`src/rtl/cache_pkg.sv`:
```
// Shared types for the 4-way cache miss sequencer: FSM states, way index
// and way-mask types, and the free-way priority helper.
package cache_pkg;

  localparam int unsigned NWAYS = 4;

  typedef logic [1:0]       way_t;
  typedef logic [NWAYS-1:0] way_mask_t;

  typedef enum logic [2:0] {
    IDLE   = 3'd0,
    LOOKUP = 3'd1,
    WRBACK = 3'd2,
    FILL   = 3'd3,
    UPDATE = 3'd4,
    RESP   = 3'd5
  } state_e;

  // Scans high to low so the lowest-numbered invalid way is the one kept.
  function automatic way_t lowest_free(input way_mask_t valid);
    way_t w;
    w = '0;
    for (int unsigned i = NWAYS; i > 0; i--) begin
      if (!valid[i-1]) w = way_t'(i - 1);
    end
    return w;
  endfunction

endpackage

```
`src/rtl/cache_victim_select.sv`:
```
// Fill-way selection: lowest free way if any, else the round-robin pointer,
// which advances only when a full set forces an eviction.
module cache_victim_select
  import cache_pkg::*;
(
  input  logic      clk,
  input  logic      rst,
  input  way_mask_t way_valid_i,
  input  logic      miss_i,
  output way_t      sel_way_o,
  output logic      all_full_o,
  output logic      evict_o
);

  way_t rr_ptr_q, rr_ptr_d;

  always_comb begin
    all_full_o = &way_valid_i;
    sel_way_o  = all_full_o ? rr_ptr_q : lowest_free(way_valid_i);
    evict_o    = miss_i & all_full_o;
    rr_ptr_d   = evict_o ? rr_ptr_q + way_t'(1) : rr_ptr_q;
  end

  always_ff @(posedge clk) begin
    if (rst) rr_ptr_q <= '0;
    else     rr_ptr_q <= rr_ptr_d;
  end

endmodule

```
`src/rtl/cache_miss_controller.sv`:
```
// Miss sequencer for the 4-way set-associative cache: hit/miss resolution,
// victim write-back, line fill and array update for one CPU access at a time.
module cache_miss_controller
  import cache_pkg::*;
#(
  parameter int unsigned ADDR_W = 16,
  parameter int unsigned DATA_W = 32,
  parameter int unsigned IDX_W  = 4
) (
  input  logic              clk,
  input  logic              rst,
  input  logic              cpu_req,
  input  logic              cpu_we,
  input  logic [ADDR_W-1:0] cpu_addr,
  input  logic [DATA_W-1:0] cpu_wdata,
  output logic              cpu_ready,
  output logic [DATA_W-1:0] cpu_rdata,
  output logic [IDX_W-1:0]  arr_idx,
  input  logic [3:0]        way_valid,
  input  logic [3:0]        way_dirty,
  input  logic              hit,
  input  logic [1:0]        hit_way,
  output logic [1:0]        arr_rd_way,
  input  logic [ADDR_W-IDX_W-1:0] arr_rd_tag,
  input  logic [DATA_W-1:0] arr_rd_data,
  output logic              arr_we,
  output logic [1:0]        arr_way,
  output logic              arr_valid,
  output logic              arr_dirty,
  output logic [DATA_W-1:0] arr_data,
  output logic              mem_req,
  output logic              mem_we,
  output logic [ADDR_W-1:0] mem_addr,
  output logic [DATA_W-1:0] mem_wdata,
  input  logic              mem_ack,
  input  logic [DATA_W-1:0] mem_rdata,
  output logic              evict,
  output logic              busy
);

  localparam int unsigned TAG_W = ADDR_W - IDX_W;

  state_e              state_q, state_d;
  logic [ADDR_W-1:0]   addr_q, addr_d;
  logic                we_q, we_d;
  logic [DATA_W-1:0]   wdata_q, wdata_d;
  way_t                way_q, way_d;
  logic [DATA_W-1:0]   line_q, line_d;
  logic [ADDR_W-1:0]   wb_addr_q, wb_addr_d;
  logic [DATA_W-1:0]   wb_data_q, wb_data_d;
  logic                gap_q, gap_d;

  way_t                sel_way;
  logic                all_full;
  logic                vs_evict;
  logic                lookup_miss;

  assign lookup_miss = (state_q == LOOKUP) && !hit;

  cache_victim_select u_victim (
    .clk         (clk),
    .rst         (rst),
    .way_valid_i (way_valid),
    .miss_i      (lookup_miss),
    .sel_way_o   (sel_way),
    .all_full_o  (all_full),
    .evict_o     (vs_evict)
  );

  always_ff @(posedge clk) begin
    if (rst) begin
      state_q   <= IDLE;
      addr_q    <= '0;
      we_q      <= 1'b0;
      wdata_q   <= '0;
      way_q     <= '0;
      line_q    <= '0;
      wb_addr_q <= '0;
      wb_data_q <= '0;
      gap_q     <= 1'b0;
    end else begin
      state_q   <= state_d;
      addr_q    <= addr_d;
      we_q      <= we_d;
      wdata_q   <= wdata_d;
      way_q     <= way_d;
      line_q    <= line_d;
      wb_addr_q <= wb_addr_d;
      wb_data_q <= wb_data_d;
      gap_q     <= gap_d;
    end
  end

  always_comb begin
    state_d   = state_q;
    addr_d    = addr_q;
    we_d      = we_q;
    wdata_d   = wdata_q;
    way_d     = way_q;
    line_d    = line_q;
    wb_addr_d = wb_addr_q;
    wb_data_d = wb_data_q;
    gap_d     = gap_q;
    unique case (state_q)
      IDLE: begin
        if (cpu_req) begin
          addr_d  = cpu_addr;
          we_d    = cpu_we;
          wdata_d = cpu_wdata;
          state_d = LOOKUP;
        end
      end
      LOOKUP: begin
        if (hit) begin
          way_d = hit_way;
          if (we_q) begin
            state_d = UPDATE;
          end else begin
            line_d  = arr_rd_data;
            state_d = RESP;
          end
        end else begin
          // Victim tag/data are captured here so write-back stays stable.
          way_d     = sel_way;
          wb_addr_d = {arr_rd_tag, addr_q[IDX_W-1:0]};
          wb_data_d = arr_rd_data;
          state_d   = (way_valid[sel_way] && way_dirty[sel_way]) ? WRBACK : FILL;
        end
      end
      WRBACK: begin
        if (mem_ack) begin
          gap_d   = 1'b1;
          state_d = FILL;
        end
      end
      FILL: begin
        // After a write-back, the first FILL cycle keeps mem_req low.
        if (gap_q) begin
          gap_d = 1'b0;
        end else if (mem_ack) begin
          line_d  = mem_rdata;
          state_d = UPDATE;
        end
      end
      UPDATE:  state_d = RESP;
      RESP:    state_d = IDLE;
      default: state_d = IDLE;
    endcase
  end

  always_comb begin
    busy       = (state_q != IDLE);
    cpu_ready  = (state_q == RESP);
    cpu_rdata  = ((state_q == RESP) && !we_q) ? line_q : '0;
    arr_idx    = addr_q[IDX_W-1:0];
    arr_rd_way = way_q;
    arr_we     = 1'b0;
    arr_way    = way_q;
    arr_valid  = 1'b0;
    arr_dirty  = 1'b0;
    arr_data   = '0;
    mem_req    = 1'b0;
    mem_we     = 1'b0;
    mem_addr   = '0;
    mem_wdata  = '0;
    evict      = vs_evict;
    unique case (state_q)
      LOOKUP: arr_rd_way = hit ? hit_way : sel_way;
      WRBACK: begin
        mem_req   = 1'b1;
        mem_we    = 1'b1;
        mem_addr  = wb_addr_q;
        mem_wdata = wb_data_q;
      end
      FILL: begin
        mem_req  = !gap_q;
        mem_addr = addr_q;
      end
      UPDATE: begin
        arr_we    = 1'b1;
        arr_valid = 1'b1;
        arr_dirty = we_q;
        arr_data  = we_q ? wdata_q : line_q;
      end
      default: ;
    endcase
  end

endmodule

```
`config.mk`:
```
export PLATFORM = sky130hd
export DESIGN_NAME = cache_miss_controller
export DESIGN_NICKNAME = d
export VERILOG_FILES = /design/src/rtl/cache_pkg.sv /design/src/rtl/cache_victim_select.sv /design/src/rtl/cache_miss_controller.sv
export SDC_FILE = /design/constraint.sdc
export NUM_CORES = 1
export LEC_CHECK = 0
export ABC_AREA = 0
export BUFFER_PORTS_ARGS = -buffer_cell sky130_fd_sc_hd__buf_2
export CAP_MARGIN = 25
export CORE_ASPECT_RATIO = 2
export CORE_MARGIN = 2
export CORE_UTILIZATION = 35
export DETAILED_ROUTE_END_ITERATION = 6
export PLACE_DENSITY = 0.64
export SYNTH_ARGS = -nofsm -noshare
export SYNTH_HDL_FRONTEND = slang
export SYNTH_SLANG_ARGS = --single-unit
```
`constraint.sdc`:
```
create_clock -name clk -period 2.65 [get_ports clk]
set_clock_uncertainty 0.2 [all_clocks]
set_input_delay 0.1325 -clock clk [delete_from_list [all_inputs] [get_ports clk]]
set_output_delay 0.1325 -clock clk [all_outputs]
set_load 0.02 [all_outputs]
```
Yosys cells after proc, flatten, opt, wreduce, memory -nomap -nowiden
Index checks and enable logic that the tools add are counted.
{"block": "classes", "addsub": 1, "multipliers": 0, "n_div": 0, "magnitude_cmp": 1, "eq_ne": 11, "shifts": 0, "mux": 35, "bitwise_logic": 2, "n_reduce_logical": 16}
{"op": "32-bit 2-to-1 mux", "n": 8}
{"op": "32-bit case mux with 2 select lines", "n": 1}
{"op": "16-bit case mux with 2 select lines", "n": 1}
{"op": "3-bit 2-to-1 mux", "n": 5}
{"op": "3-bit case mux with 5 select lines", "n": 1}
{"op": "2-bit 2-to-1 mux", "n": 7}
{"op": "2-bit != test (second input constant)", "n": 6}
{"op": "1-bit 2-to-1 mux", "n": 8}
{"op": "4-bit AND reduction", "n": 2}
{"op": "3-bit by 2-bit == test with 1-bit output (second input constant)", "n": 2}
{"op": "3-bit == test (second input constant)", "n": 2}
{"op": "2-bit AND reduction", "n": 3}
{"op": "5-bit AND reduction", "n": 1}
{"op": "1-bit binary-select mux with 2-bit select", "n": 2}
{"op": "1-bit case mux with 2 select lines", "n": 2}
{"op": "2-bit nonzero test", "n": 2}
{"op": "3-bit by 1-bit == test with 1-bit output (second input constant)", "n": 1}
{"op": "1-bit logical AND", "n": 3}
{"op": "1-bit zero test", "n": 3}
{"op": "3-bit zero test", "n": 1}
{"op": "2-bit by 3-bit < comparator with 1-bit output (second input constant)", "n": 1}
{"op": "3-bit nonzero test", "n": 1}
{"op": "2-bit by 1-bit adder with 2-bit output (second input constant)", "n": 1}
{"op": "1-bit bitwise AND", "n": 1}
{"op": "1-bit NOT", "n": 1}
{"block": "word_totals", "reg_bits": 137, "latch_bits": 0, "mem_bits_rw": 0, "rom_bits": 0, "inputBits": 140, "output_inout_bits": 128, "elab_cells": 76, "memories": 0}

Logic depth before layout (Yosys ltp)
Gate-level depths: netlist of the first run.
{"block": "logic_depth", "ltp_word": 11, "depth_mapped": 8, "mapped_depth_nobuf": 5}

By module
From an unflattened synthesis of the first run, not the netlist that was laid out.
{"block": "unflattened", "cells_unflattened": 849, "area_unflattened_um2": 6652.6}
{"mod": "cache_miss_controller", "n_inst": 1, "cells_per_inst": 832, "area_each_um2": 6515.0, "seq_area_each_um2": 2702.6}
{"mod": "cache_victim_select", "n_inst": 1, "cells_per_inst": 17, "area_each_um2": 137.6, "seq_area_each_um2": 40.0}

Least setup slack after synthesis of the first run
Ideal clock, no wire load.
{"block": "synth_timing", "kind": "reg-to-output", "startpoint": "register state_q[1]", "endpoint": "output port cpu_rdata[10]", "arrival_time_ps": 1859, "t_required_ps": 2318, "path_slack_ps": 459, "path_stages_with_launch": 6, "n_path_buf": 2, "cell_sequence": "dfxtp_1 -> buf_2 -> nor3b_1 -> nor2b_1 -> clkbuf_1 -> and2_1"}
{"block": "synth_via", "elab_chain_len": 3}
{"item": "start: declaration", "line_no": "cache_miss_controller.sv:43", "text": "state_e state_q, state_d;"}
{"item": "start signal: assignment", "line_no": "cache_miss_controller.sv:82", "text": "state_q <= state_d;"}
{"item": "3-bit == test"}
{"item": "named net cpu_ready", "line_no": "cache_miss_controller.sv:16", "text": "output logic cpu_ready,"}
{"item": "1-bit logical AND", "line_no": "cache_miss_controller.sv:154", "text": "cpu_rdata = ((state_q == RESP) && !we_q) ? line_q : '0;"}
{"item": "32-bit 2-to-1 mux", "line_no": "cache_miss_controller.sv:154"}
{"item": "end: declaration", "line_no": "cache_miss_controller.sv:17", "text": "output logic [DATA_W-1:0] cpu_rdata,"}
The timed path passes the listed nets, and every way through them passes these cells.

Final worst setup path of the first run
{"block": "layout_timing", "startpoint": "register state_q[2]", "endpoint": "register line_q[9]"}
{"block": "layout_via", "elab_chain_len": 3, "word_cells_on_any_way": 9, "classes_between": "eq/ne: 6; mux: 1; reduce/logical: 2"}
{"item": "3-bit by 1-bit == test with 1-bit output or 3-bit by 2-bit == test with 1-bit output (tied branches)", "line_no": "cache_miss_controller.sv:104", "text": "unique case (state_q)"}
{"item": "2-bit != test (no source line) or 2-bit nonzero test (tied branches)"}
{"item": "5-bit AND reduction (no source line)"}
{"item": "end signal: assignment", "line_no": "cache_miss_controller.sv:87", "text": "line_q <= line_d;"}
{"item": "end: declaration", "line_no": "cache_miss_controller.sv:48", "text": "logic [DATA_W-1:0] line_q, line_d;"}
Parallel ways exist; a longest one is shown, timed or not.
A chain may end at the register's enable or synchronous reset.

==> results of run 1 <==
-- through the flow --
stage	setup slack [ns]	cell area [µm²]	setup TNS, ns	power, mW
floorplan	0.459	6390	0	3.13
global placement	0.586	7830	0	3.49
detailed placement	0.545	7830	0	3.51
CTS	0.0206	10000	0	6.16
global route	-0.0101	10000	-0.0148	6.43
finish	0.0680	10000	0	6.13
-- sequential cells by signal (all words and copies together), names as in the netlist --
signal             cells
addr_q                16
arr_way                2
gap_q                  1
line_q                32
state_q                3
u_victim.rr_ptr_q      2
wb_addr_q             16
wb_data_q             32
wdata_q               32
we_q                   1
-- cell families (layout without fill, tap and decap cells) --
group,count (synthesis),after routing,synth area share [%]
buffers and inverters,83,484,6.34
AND/OR/NAND/NOR,424,424,28.4
flip-flops,137,137,42.9
AO/OA/AOI/OAI,164,164,16.7
other,0,1,0
XOR/XNOR,2,2,0.274
multiplexers,34,34,5.33
-- path summary, 6_finish.rpt --
kind,start,endpoint
max,state_q[2],line_q[9]
min,way_valid[1],arr_way[1]
min reg2reg,wb_data_q[13],wb_data_q[13]
max reg2reg,state_q[2],line_q[9]
-- metal layers --
layer | vias to the layer above | wire length (µm) | share of wire, % | global-route usage [%]
met4 | 0 | 1150 | 4.8 | 14.7
met3 | 77 | 1100 | 4.6 | 4.90
met1 | 3396 | 8880 | 37 | 25.6
li1 | 3556 | - | - | -
met5 | - | 0 | 0 | 0
met2 | 279 | 13000 | 54 | 44.8
-- power groups by stage --
stage / Sequential [mW] / Combinational, mW / Clock, mW
floorplan: 2.39 / 0.741 / 0
global placement: 2.44 / 1.05 / 0
detailed placement: 2.45 / 1.06 / 0
CTS: 2.40 / 1.27 / 2.49
global route: 2.43 / 1.42 / 2.58
finish: 2.41 / 1.29 / 2.43
-- layout make-up --
class | count | area, µm² | share of cell area (%)
Tap cell | 213 | 267 | 2.65
Clock inverter | 11 | 148 | 1.47
Timing Repair Buffer | 446 | 3140 | 31.2
Sequential cell | 137 | 2750 | 27.3
Clock buffer | 20 | 457 | 4.54
Antenna cell | 1 | 2.50 | 0.0249
Multi-Input combinational cell | 624 | 3270 | 32.5
Inverter | 7 | 26.3 | 0.261
-- cells in the final DEF (no fill, tap or decap), types with 2 or more instances in the layout --
| cell type | n |
|---|---|
| a211oi_1 | 4 |
| a21oi_1 | 99 |
| a22o_1 | 16 |
| a311oi_1 | 32 |
| and2_1 | 64 |
| buf_12 | 4 |
| buf_2 | 266 |
| buf_4 | 17 |
| bufinv_16 | 3 |
| clkbuf_16 | 17 |
| clkbuf_8 | 2 |
| clkinv_2 | 2 |
| clkinv_4 | 2 |
| clkinvlp_4 | 4 |
| dfxtp_1 | 134 |
| dfxtp_2 | 3 |
| dlygate4sd3_1 | 158 |
| inv_1 | 7 |
| mux2i_1 | 34 |
| nand2_1 | 269 |
| nand2_2 | 2 |
| nand2b_1 | 3 |
| nor2_1 | 70 |
| nor2_4 | 2 |
| nor2b_1 | 2 |
| o21ai_0 | 3 |
-- worst register-to-register path: cells and delay by family, from the launching register on --
kind	cells	cell delay [ns]
buf+inv	2	0.84
simple gates	3	0.57
compound gates	2	0.52
flops	1	0.40
-- repair_timing --
| item | CTS | global route |
|---|---|---|
| setup endpoints to repair | 0 | 8 |
| endpoints found under the hold margin | 133 | 0 |
| gates resized for setup | 0 | 9 |
| hold buffers | 158 | 0 |
==> impl_metrics.csv, run 1 <==
group,metric,value,unit
cells_and_area,fillers,1609,
critical_path,crit_buf_inv,2,
synthesis,synth_area_per_cell,7.57,µm²
critical_path,path_delay_family,"buffers and inverters",
timing,hold_viol_final,0,
clocking,clk_pin_slew_worst_paths,0.06,ns
grt,first_global_vias,7528,
synthesis,synthesis.area,0.00639,mm²
routing,wl,24.1,mm
critical_path,worst_r2r_path_depth,7,
synthesis,synth.yosys.seq_area_share,42.9,%
synthesis,synth_area_leaders,"dfxtp_1 (43%), nand2_1 (16%), a21oi_1 (7.8%)",
clocking,cts.sinks,137,
grt,antenna_found_initial,1,
floorplan,start_util,35.8,%
routing,wl_per_cell,16.5,µm
clocking,cts_tree,"built",
synthesis,synth-seq-cells,137,
synthesis,yosys.area.top_type,"dfxtp_1",
synthesis,postSynth.asyncResetShare,0,%
pwr,pwr-share-seq,39.3,%
cells_and_area,utilization,56.2,%
timing,fin_crit,2.58,ns
run,drv_cap,0,
critical_path,worst_path_largest_cell_delay,0.60,ns
pwr,power.density,610,mW/mm²
floorplan,rows,69,
cells_and_area,syn_to_final_growth,57.2,%
clocking,root_buffer,"clkbuf_16",
critical_path,cp_max_fo,30,
clocking,cts_buffers,17,
floorplan,core,0.0179,mm²
synthesis,synth_commonest_cells,"nand2_1 (270), dfxtp_1 (137), a21oi_1 (99), nor2_1 (70), and2_1 (66)",
timing,timing.final.crit_share,97.4,%
grt,gr-total-overflow,0,
routing,viasPerCell,5.01,
floorplan,pin_count,268,
critical_path,required,2.80,ns
grt,grt_pass1_wl,37.6,mm
critical_path,rrSetupSlack,0.07,ns
synthesis,syn-num-nets,984,
grt,grt.total_usage,24.7,%
critical_path,cp.arrival,2.73,ns
routing,vias,7308,
worst_hold_path,hp-class,"in2reg",
place,dpl.hpwl,15.9,mm
worst_hold_path,whs_path_depth,4,
clocking,htreeDepth,4,
timing,setup-violations-final,0,
critical_path,path_cells,"and2b_1, nand2_2, o2bb2ai_4, buf_8, nor2_1, a311oi_1, dlygate4sd3_1",
synthesis,synth_enable_flop_cells,0,
run_status,status,"completed",
synthesis,synthDistinctLibCells,40,
synthesis,netlist_instances,844,
floorplan,die_w,99.6,µm
timing,slew_headroom,69.8,%
synthesis,synthFlopType,"dfxtp_1",
place,place_inst,1269,
routing,drc,0,
cells_and_area,nets,1373,
place,port_buffers,267,
place,place.gp.congestion,0.870,
critical_path,crit_path_end_kind,"flip-flop",
timing,timing.fmax,387,MHz
pwr,power_leakage,4.50,nW
routing,postRouteAntennaNets,0,
critical_path,critical_path_class,"reg2reg",
synthesis,yosysMostFrequentCell,"nand2_1",
clocking,postCtsSetupBuffers,0,
critical_path,path_depth,7,
grt,grt_start_max_net_pins,74,
clocking,clock_latency,0.41,ns
floorplan,die_y,195,µm
routing,first_pass_iters,4,
pwr,internal_power,4.36,mW
pwr,clkPwrFrac,39.6,%
cells_and_area,drive_above_1_share,26.8,%
clocking,clk_path_buf_depth,2,
pwr,swShare,28.9,%
pwr,irDropWorstVdd,0.000403,V
pwr,p_switching,1.77,mW
cells_and_area,layout.cells.non_filler,1459,
timing,finalMaxSlewViolations,0,
synthesis,synth_top_area_share,42.9,%
critical_path,worstSetupStartpointType,"flip-flop",
floorplan,die-area,0.0194,mm²
synthesis,yosysWarnings,0,
pwr,power_frac_comb,21.1,%
timing,hold-worst-slack,0.0265,ns
timing,worst_pin_slew,0.453,ns
routing,first_iter_violations,228,
critical_path,cpMaxStageDelayCell,"dlygate4sd3_1",
(Power assumes the default switching activity.)
==> run 2: changes to the inputs <==
--- a/config.mk
+++ b/config.mk
@@ -6,13 +6,13 @@
 export NUM_CORES = 1
 export LEC_CHECK = 0
 export ABC_AREA = 0
-export BUFFER_PORTS_ARGS = -buffer_cell sky130_fd_sc_hd__buf_2
+export BUFFER_PORTS_ARGS = -buffer_cell sky130_fd_sc_hd__buf_4
 export CAP_MARGIN = 25
 export CORE_ASPECT_RATIO = 2
 export CORE_MARGIN = 2
 export CORE_UTILIZATION = 35
 export DETAILED_ROUTE_END_ITERATION = 6
-export PLACE_DENSITY = 0.64
+export PLACE_DENSITY = 0.66
 export SYNTH_ARGS = -nofsm -noshare
 export SYNTH_HDL_FRONTEND = slang
 export SYNTH_SLANG_ARGS = --single-unit
==> constraint.sdc (replaced) <==
create_clock -name clk -period 2.29 [get_ports clk]
set_clock_uncertainty 0.2 [all_clocks]
set_input_delay 0.1145 -clock clk [delete_from_list [all_inputs] [get_ports clk]]
set_output_delay 0.1145 -clock clk [all_outputs]
set_load 0.02 [all_outputs]
==> impl_metrics.csv, run 2 (same netlist as run 1, synthesis figures left out) <==
group,metric,value,unit
run_status,status,"completed",
routing,first_pass_iters,5,
clocking,cts_buffers,17,
critical_path,r2r-start,"state_q[2]",
critical_path,cp_max_fo,30,
floorplan,core,0.0179,mm²
timing,timing.fmax,454,MHz
grt,grt.total_usage,24.6,%
routing,drc,0,
floorplan,die_w,99.6,µm
critical_path,worst_r2r_path_depth,6,
cells_and_area,nets,1363,
critical_path,cp.arrival,1.89,ns
grt,grt_pass1_wl,37.8,mm
pwr,irDropWorstVdd,0.000459,V
critical_path,worstSetupStartpointType,"flip-flop",
routing,viasPerCell,4.99,
pwr,power.density,670,mW/mm²
worst_hold_path,hp-class,"in2reg",
cells_and_area,largest_registers,"line_q: 32 flops, wb_data_q: 32 flops, wdata_q: 32 flops",
timing,rsz0062_at_grt,"no",
timing,finalMaxSlewViolations,0,
place,dpl.hpwl,15.6,mm
cells_and_area,final_common_cell,"buf_4",
cells_and_area,syn_to_final_growth,66.9,%
timing,hold_viol_final,0,
run,drv_cap,0,
pwr,p_switching,2.15,mW
critical_path,required,1.98,ns
floorplan,die-area,0.0194,mm²
routing,wl_per_cell,16.5,µm
place,dpl_cell_area,0.00853,mm²
timing,fin_tns_setup,0,ns
routing,wl,23.9,mm
clocking,clk_path_buf_depth,2,
pwr,clkPwrFrac,38.7,%
routing,vias,7229,
worst_hold_path,min_from,"way_dirty[3]",
pwr,power_leakage,4.54,nW
pwr,swShare,30.0,%
grt,antenna_found_initial,1,
place,place.gp.congestion,0.888,
cells_and_area,drive_above_1_share,27.3,%
timing,slew_headroom,59.7,%
cells_and_area,fillers,1568,
clocking,htreeDepth,4,
routing,postRouteAntennaNets,0,
clocking,cts.sinks,137,
grt,first_global_vias,7438,
timing,fin_crit,2.20,ns
pwr,internal_power,5.00,mW
floorplan,rows,69,
clocking,cts_tree,"built",
pwr,pwr-share-seq,39.0,%
cells_and_area,post-route-cell-area,0.0107,mm²
floorplan,start_util,35.8,%
floorplan,pin_count,268,
timing,setup-violations-final,0,
cells_and_area,layout_common_cells,"buf_4 (278), nand2_1 (269), dlygate4sd3_1 (149), dfxtp_1 (133), a21oi_1 (99)",
routing,first_iter_violations,265,
grt,gr-total-overflow,0,
critical_path,r2r-end,"wdata_q[30]",
clocking,clk_pin_slew_worst_paths,0.06,ns
timing,worst_pin_slew,0.605,ns
place,port_buffers,267,
clocking,postCtsSetupBuffers,0,
clocking,root_buffer,"clkbuf_16",
critical_path,crit_path_end_kind,"output port",
worst_hold_path,whs_path_depth,6,
worst_hold_path,hold_path_end,"state_q[0]",
floorplan,die_y,195,µm
timing,hold-worst-slack,0.0224,ns
critical_path,critical_path_class,"reg2out",
critical_path,rrSetupSlack,0.09,ns
clocking,clock_latency,0.42,ns
timing,timing.final.crit_share,96.1,%
pwr,power_frac_comb,22.3,%
grt,grt_start_max_net_pins,65,
[run 2: per-stage QoR]
step	utilization (%)	setup WS (ns)	std cells	power (mW)
after detailed placement	47.7	0.155	1268	4.17
final	59.7	0.0884	1450	7.15
after global placement	47.7	0.207	1268	4.14
after floorplan	-	0.117	844	3.63
after global routing	59.7	0.00706	1450	7.49
after CTS	59.5	0.0110	1449	7.20
[run 2: power by group through the flow]
stage / sequential [mW] / combinational [mW] / clock (mW)
after global routing: 2.82 / 1.74 / 2.93
after global placement: 2.82 / 1.32 / 0
after CTS: 2.78 / 1.59 / 2.84
after floorplan: 2.77 / 0.858 / 0
after detailed placement: 2.83 / 1.34 / 0
final: 2.79 / 1.60 / 2.76
[run 2: worst max-delay path by stage]
stage | slack (ns) | endpoint | startpoint
after floorplan | 0.12 | cpu_rdata[10] | state_q[1]
after CTS | 0.01 | cpu_rdata[9] | state_q[0]
after global placement | 0.21 | cpu_rdata[9] | state_q[0]
after detailed placement | 0.15 | cpu_rdata[9] | state_q[0]
after global routing | 0.007 | mem_addr[13] | state_q[2]
final | 0.09 | mem_addr[11] | state_q[2]
[run 2: timing repair]
| action | CTS | global route |
|---|---|---|
| gates resized for setup | 9 | 6 |
| hold endpoints to repair | 134 | 0 |
| hold buffers | 149 | 0 |
| setup endpoints to repair | 101 | 62 |
[run 2: routing by layer]
layer	GRT usage [%]	vias up	routed length (µm)
met5	0	-	0
met4	13.2	0	1150
met3	4.76	64	1240
met2	45.4	277	12900
met1	25.5	3346	8620
li1	-	3542	-
[run 2: area by class of cell]
cell class	count	area, µm²	share of cell area (%)
Tap cell	213	267	2.50
Inverter	7	26.3	0.246
Clock buffer	17	425	3.99
Multi-Input combinational cell	624	3280	30.8
Timing Repair Buffer	436	3740	35.1
Clock inverter	15	166	1.56
Sequential cell	137	2750	25.8
Antenna cell	1	2.50	0.0235
[run 2: worst max-delay path, cell delays in order, from the launching register on]
cell	delay, ns
dfxtp_2	0.43
and2b_1	0.24
and2_4	0.23
buf_12	0.18
a22o_1	0.21
buf_4	0.16
==> run 3: changes to the inputs <==
--- a/config.mk
+++ b/config.mk
@@ -6,7 +6,7 @@
 export NUM_CORES = 1
 export LEC_CHECK = 0
 export ABC_AREA = 0
-export BUFFER_PORTS_ARGS = -buffer_cell sky130_fd_sc_hd__buf_4
+export BUFFER_PORTS_ARGS = -buffer_cell sky130_fd_sc_hd__buf_2
 export CAP_MARGIN = 25
 export CORE_ASPECT_RATIO = 2
 export CORE_MARGIN = 2
==> constraint.sdc (replaced) <==
create_clock -name clk -period 1.77 [get_ports clk]
set_clock_uncertainty 0.2 [all_clocks]
set_input_delay 0.0885 -clock clk [delete_from_list [all_inputs] [get_ports clk]]
set_output_delay 0.0885 -clock clk [all_outputs]
set_load 0.02 [all_outputs]
==> impl_metrics.csv, run 3 (same netlist as run 1, synthesis figures left out) <==
group,metric,value,unit
run_status,status,"finished, violations left",
run_status,failed_checks,"setup timing",
pwr,power.density,825,mW/mm²
pwr,irDropWorstVdd,0.000717,V
run,drv_cap,0,
grt,grt_start_max_net_pins,42,
routing,postRouteAntennaNets,0,
clocking,cts_buffers,17,
grt,first_global_vias,8296,
timing,timing.final.crit_share,137,%
routing,vias,8993,
critical_path,critical_path_class,"reg2reg",
place,port_buffers,267,
timing,finalMaxSlewViolations,0,
routing,first_iter_violations,636,
timing,fin_ws,-0.661,ns
critical_path,required,1.81,ns
clocking,clk_pin_slew_worst_paths,0.07,ns
grt,antenna_found_initial,5,
floorplan,pin_count,268,
cells_and_area,syn_to_final_growth,124,%
place,place.gp.congestion,0.862,
routing,viasPerCell,5.82,
timing,fin_crit,2.43,ns
floorplan,start_util,35.8,%
cells_and_area,post-route-cell-area,0.0143,mm²
place,dpl_cell_area,0.00809,mm²
timing,worst_pin_slew,0.812,ns
floorplan,die-area,0.0194,mm²
critical_path,crit_path_end_kind,"flip-flop",
floorplan,core,0.0179,mm²
clocking,htreeDepth,4,
cells_and_area,layout_common_cells,"nand2_1 (174), buf_2 (147), buf_6 (142), dlygate4sd3_1 (136), dfxtp_1 (132)",
floorplan,die_y,195,µm
critical_path,cpMaxStageDelayCell,"a311oi_1",
critical_path,cp_max_fo,5,
floorplan,die_w,99.6,µm
critical_path,crit_buf_inv,5,
worst_hold_path,hp-class,"in2reg",
timing,slew_headroom,45.5,%
critical_path,cp.arrival,2.47,ns
cells_and_area,final_common_cell,"nand2_1",
clocking,root_buffer,"clkbuf_16",
routing,first_pass_iters,5,
cells_and_area,utilization,79.9,%
routing,wl,39.0,mm
clocking,clk_path_buf_depth,2,
routing,drc,0,
floorplan,rows,69,
clocking,clock_latency,0.42,ns
pwr,power_leakage,5.92,nW
timing,setup-violations-final,255,
critical_path,worstSetupStartpointType,"flip-flop",
timing,hold_viol_final,0,
grt,gr-total-overflow,0,
critical_path,path_cells,"buf_8, buf_6, buf_4, nand2_4, o2bb2ai_4, buf_12, buf_12, nor2_4, a311oi_1",
timing,rsz0062_at_grt,"yes",
critical_path,cp_common_cell,"buf_12",
cells_and_area,drive_above_1_share,60.2,%
grt,grt.total_usage,29.0,%
cells_and_area,largest_registers,"line_q: 32 flops, wb_data_q: 32 flops, wdata_q: 32 flops",
clocking,cts.sinks,137,
cells_and_area,nets,1456,
place,dpl.hpwl,15.7,mm
routing,wl_per_cell,25.3,µm
timing,timing.fmax,411,MHz
grt,grt_pass1_wl,43.3,mm
clocking,cts_tree,"built",
critical_path,worst_path_largest_cell_delay,0.64,ns
critical_path,path_delay_family,"compound AO/OA/AOI/OAI gates",
run 3: area by class of cell:
class,count,area [µm²]
sequential,137,2760
timing repair buffer,529,5420
fill,898,3580
clock inverter,13,169
clock buffer,18,439
multi-input combinational,624,5190
inverter,7,33.8
tap,213,267
antenna,4,10.0
run 3: path summary, 6_finish.rpt:
path                 from      endpoint  slack, ns  cells past startpoint
max            state_q[1]    line_q[29]      -0.66                      9
min          way_valid[2]    state_q[0]       0.09                      5
max reg2reg    state_q[1]    line_q[29]      -0.66                      9
min reg2reg  wb_data_q[4]  wb_data_q[4]       0.26                      2
run 3: worst register-to-register path, cell delays in order (launching register included):
cell       delay, ns
dfxtp_4         0.40
buf_8           0.12
buf_6           0.12
buf_4           0.12
nand2_4         0.07
o2bb2ai_4       0.25
buf_12          0.17
buf_12          0.14
nor2_4          0.04
a311oi_1        0.64
run 3: metal layers:
metal	part of all wire [%]	up-vias	GRT usage, %
met3	7.1	282	4.33
li1	-	3759	-
met4	9.8	2	22.1
met5	0.033	-	0
met1	31	4297	28.7
met2	52	653	52.6
run 3: per-stage QoR:
step           hold WS (ns)  setup WS, ns  cells  setup TNS (ns)  power, mW
6_report             0.0860        -0.661   1545          -56.36       11.8
3_3_place_gp          0.130      -0.00314   1280        -0.00850       5.34
3_5_place_dp          0.134       -0.0743   1280          -0.704       5.37
4_1_cts             0.00585        -0.317   1490          -34.40       9.92
5_1_grt               0.102        -0.698   1545          -63.42       12.0
2_1_floorplan        0.0245       -0.0294    844          -0.202       4.71
run 3: power breakdown:
group / leakage [nW] / switching (mW) / internal [mW]
Combinational: 4.50 / 2.17 / 2.07
Clock: 0.297 / 1.52 / 2.27
Sequential: 1.12 / 0.370 / 3.39
run 3: timing repair:
action / 4_1_cts / 5_1_grt
resized for setup: 360 / 453
pin swaps: 35 / 217
buffers inserted: 32 / 33
hold buffers: 136 / 0
endpoints found under the setup margin: 186 / 254
cloned: 11 / 29
hold endpoints to repair: 132 / 0
